### src/rtl/cmult_pipe.sv
// Pipelined SW x SW multiplier, optional signed and LSB-truncating approximate mode; latency STAGES.
// One shared advance enable: the whole pipe freezes when the output is valid and not taken.
module cmult_pipe #(
  parameter int SW     = 24,
  parameter int STAGES = 3,
  parameter int TRUNC  = 4,
  parameter int SIGNED = 0
) (
  input  logic            clk,
  input  logic            rst,
  input  logic [SW-1:0]   Data_A_i,
  input  logic [SW-1:0]   Data_B_i,
  input  logic            Approx_i,
  input  logic            Valid_i,
  output logic            Ready_o,
  output logic [2*SW-1:0] Data_S_o,
  output logic            Valid_o,
  input  logic            Ready_i
);

  localparam logic [SW-1:0] MASK = ~((SW'(1) << TRUNC) - SW'(1));

  logic          en;
  logic [SW-1:0] a_m;
  logic [SW-1:0] b_m;

  assign en      = ~Valid_o | Ready_i;
  assign Ready_o = en;
  assign a_m     = Approx_i ? (Data_A_i & MASK) : Data_A_i;
  assign b_m     = Approx_i ? (Data_B_i & MASK) : Data_B_i;

  // Extending both operands to 2*SW makes the truncated product exact for either signedness.
  function automatic logic [2*SW-1:0] mul(input logic [SW-1:0] a, input logic [SW-1:0] b);
    logic [2*SW-1:0] ea;
    logic [2*SW-1:0] eb;
    if (SIGNED != 0) begin
      ea = {{SW{a[SW-1]}}, a};
      eb = {{SW{b[SW-1]}}, b};
    end else begin
      ea = {{SW{1'b0}}, a};
      eb = {{SW{1'b0}}, b};
    end
    return ea * eb;
  endfunction

  generate
    if (STAGES == 1) begin : g_single
      logic [2*SW-1:0] p;
      logic            v;

      always_ff @(posedge clk or posedge rst) begin
        if (rst) begin
          v <= 1'b0;
          p <= '0;
        end else if (en) begin
          v <= Valid_i;
          p <= mul(a_m, b_m);
        end
      end

      assign Data_S_o = p;
      assign Valid_o  = v;
    end else begin : g_multi
      logic [SW-1:0]     a_q;
      logic [SW-1:0]     b_q;
      logic [STAGES-1:0] v;
      logic [2*SW-1:0]   p [1:STAGES-1];

      // Stage 0 holds masked operands; stage 1 the product; the rest are retiming slots.
      always_ff @(posedge clk or posedge rst) begin
        if (rst) begin
          v   <= '0;
          a_q <= '0;
          b_q <= '0;
          for (int i = 1; i < STAGES; i++) p[i] <= '0;
        end else if (en) begin
          v    <= {v[STAGES-2:0], Valid_i};
          a_q  <= a_m;
          b_q  <= b_m;
          p[1] <= mul(a_q, b_q);
          for (int i = 2; i < STAGES; i++) p[i] <= p[i-1];
        end
      end

      assign Data_S_o = p[STAGES-1];
      assign Valid_o  = v[STAGES-1];
    end
  endgenerate

endmodule

### config.mk
export PLATFORM = sky130hd
export DESIGN_NAME = cmult_pipe
export DESIGN_NICKNAME = d
export VERILOG_FILES = /design/src/rtl/cmult_pipe.sv
export SDC_FILE = /design/constraint.sdc
export NUM_CORES = 2
export LEC_CHECK = 0
export BUFFER_PORTS_ARGS = -buffer_cell sky130_fd_sc_hd__buf_2
export CORE_MARGIN = 2
export CORE_UTILIZATION = 45
export DETAILED_ROUTE_END_ITERATION = 7
export PLACE_DENSITY = 0.64
export SYNTH_ARGS = -nofsm -noshare
export SYNTH_HDL_FRONTEND = slang
export SYNTH_SLANG_ARGS = --single-unit
export TNS_END_PERCENT = 50
### constraint.sdc
create_clock -name clk -period 8.2 [get_ports clk]
set_clock_uncertainty 0.2 [all_clocks]
set_input_delay 1.64 -clock clk [delete_from_list [all_inputs] [get_ports clk]]
set_output_delay 1.64 -clock clk [all_outputs]
set_load 0.05 [all_outputs]
==> reports/qor.yml <==
grt_pass1_wl_um: 107000
synthSimpleGateAreaFrac_pct: 18.2
fillers: 5675
synthAdderAreaFrac_pct: 48.8
synth-compound-area-share_pct: 4.44
clk_pin_slew_ps: 70
cts_buffers: 17
syn_avg_cell_area_um2: 8.73
yosysTopAreaCellShare_pct: 35.8
cts_max_path_buffers: 2
synthCells: 3084
cts_hold_buf: 0
ys.flop_type: "dfrtp_1"
ys_types: 71
hold_viol: 0
synth_edf_count: 0
synth_top_family_by_area: "adder cells"
syn2layout_area_growth_pct: 6.50
syn-num-nets: 3899
grt_usage_pct: 22.0
synth_mux_area_share_pct: 0.0372
synth_area_leaders: "fa_1 (36%), dfrtp_1 (14%), ha_1 (13%), inv_1 (10%), nand2_1 (8.8%)"
htree_levels: 4
diodes: 0
top_layer_used: "met4"
syn-cell-area_mm2: 0.0269
die-area_mm2: 0.0618
start_util_pct: 45.5
drive_above_1_share_pct: 8.61
pin_count: 103
met3_length_um: 2610
yosys.area_share.xor_xnor_pct: 1.17
cp.required_ps: 8340
synth.most_common_cell: "inv_1"
drtAntennaViolNets: 0
slowest_stage: "dfrtp_1"
ys_ff_latch: 147
hold_class: "flop to flop"
grt_max_degree: 114
worstPathArrival_ps: 7990
io_buffers: 102
max_slew.worst_pin.slew_ps: 904
slew_headroom_pct: 39.7
ys_warn_count: 0
async_reset_ff_share_pct: 100
grt-ovfl-total: 0
wl_met2_um: 32700
maxCapViolCount: 0
critPathCaptureType: "flop"
clock-sinks: 147
hpwl_um: 53200
grt_antenna_before_repair: 1
critPathMaxFanout: 19
drc_errors: 4
vias_per_cell: 4.99
rows: 89
die_width_um: 249
drt-met1-wl_um: 26700
cts_resized: 0
clock_latency_ps: 500
cts_setup_buffers: 0
regArea_mm2: 0.00371
place_congestion: 0.875
core_mm2: 0.0591
grt_pass1_vias: 20400
multi_input_area_mm2: 0.0196
violations: "design-rule violations"
grt_setup_unrepaired: "no"
status: "finished with violations"
routed-via-count: 19400
fin_crit_ps: 7850
period_share_pct: 95.7
drv_slew: 0
die_y_um: 249
yosysTopAreaCell: "fa_1"
fin_nets: 3914
final-setup-viol-count: 0
fmax_mhz: 127
synth_common_cells: "inv_1 (714), nand2_1 (631), fa_1 (481)"
first_pass_iters: 7
cp_common_cell: "fa_1"
setup_tns_ps: 0
cts_tree: "yes"
clockRootBuffer: "clkbuf_16"
slowest_delay_ps: 770
worst_setup_path_start_kind: "flop"
criticalPathCategory: "flop to flop"
drt_iter0_markers: 864
avgRoutedWirePerCell_um: 16.6
wl_um: 64600
yosysSeqAreaShare_pct: 13.7
routing by layer:
metal / vias to the layer above / GRT usage [%]
li1: 9028 / -
met1: 9767 / 27.8
met2: 441 / 38.1
met3: 135 / 2.82
met4: 0 / 9.44
met5: - / 0
state kept, by name, indices dropped and copies added (netlist names):
register	flops
g_multi.p	48
g_multi.a_q	24
Data_S_o	48
g_multi.v	3
g_multi.b_q	24
layout make-up:
type / count / area share (%)
clock buffers: 17 / 1.48
clock inverters: 14 / 0.419
inverters: 715 / 9.40
multi-input cells: 2032 / 68.3
flip-flops and latches: 147 / 12.9
well taps: 773 / 3.37
repair buffers: 186 / 4.11
kinds of logic after synthesis:
logic type | after synthesis
AOI/OAI and AO/OA | 180
xor gates and xnor gates | 36
adders and majority gates | 762
buffers and inverters | 905
DFF | 147
muxes | 1
and+or+nand+nor | 1053
stage by stage:
step | cell area (um2) | util [%] | hold WS (ps) | cells | worst slack, ps
after floorplan | 26900 | - | 230 | 3084 | 942
after global placement | 28100 | 47.5 | 245 | 3853 | 331
after detailed placement | 28100 | 47.5 | 252 | 3853 | 122
after CTS | 28600 | 48.4 | 268 | 3884 | 84.4
after global routing | 28700 | 48.5 | 283 | 3884 | 7.59
final | 28700 | 48.5 | 262 | 3884 | 350
worst max-delay path: cells and delay by family (launching register included):
kind / cells / cell delay [ps]
buf+inv: 6 / 290
fa+ha+maj: 10 / 4540
simple gates: 1 / 240
flops: 1 / 770
compound gates: 7 / 1510
xor+xnor: 1 / 160
path summary, 6_finish.rpt:
path | from | end | slack, ps | cells after the start
worst min-delay path | Data_S_o[16] | Data_S_o[16] | 260 | 2
worst min register to register | Data_S_o[16] | Data_S_o[16] | 260 | 2
worst max-delay path | g_multi.b_q[5] | g_multi.p[88] | 350 | 25
max in group asynchronous | rst | g_multi.a_q[11] | 5180 | 3
worst max register to register | g_multi.b_q[5] | g_multi.p[88] | 350 | 25
min in group asynchronous | rst | g_multi.v[0] | 1110 | 2
layout by cell type (no fill, tap or decap), types with 20 or more instances in the layout:
cell type    n
ha_1       281
inv_1      713
a21oi_1     65
xnor2_1     22
dfrtp_1    126
fa_1       481
a21o_1      23
buf_4       81
nor2_1      52
dfrtp_2     20
nand2_1    631
and2_1     297
buf_2      102
Power is not shown: default switching activity piles up to over one toggle a cycle in this logic, so the estimate is an artifact.
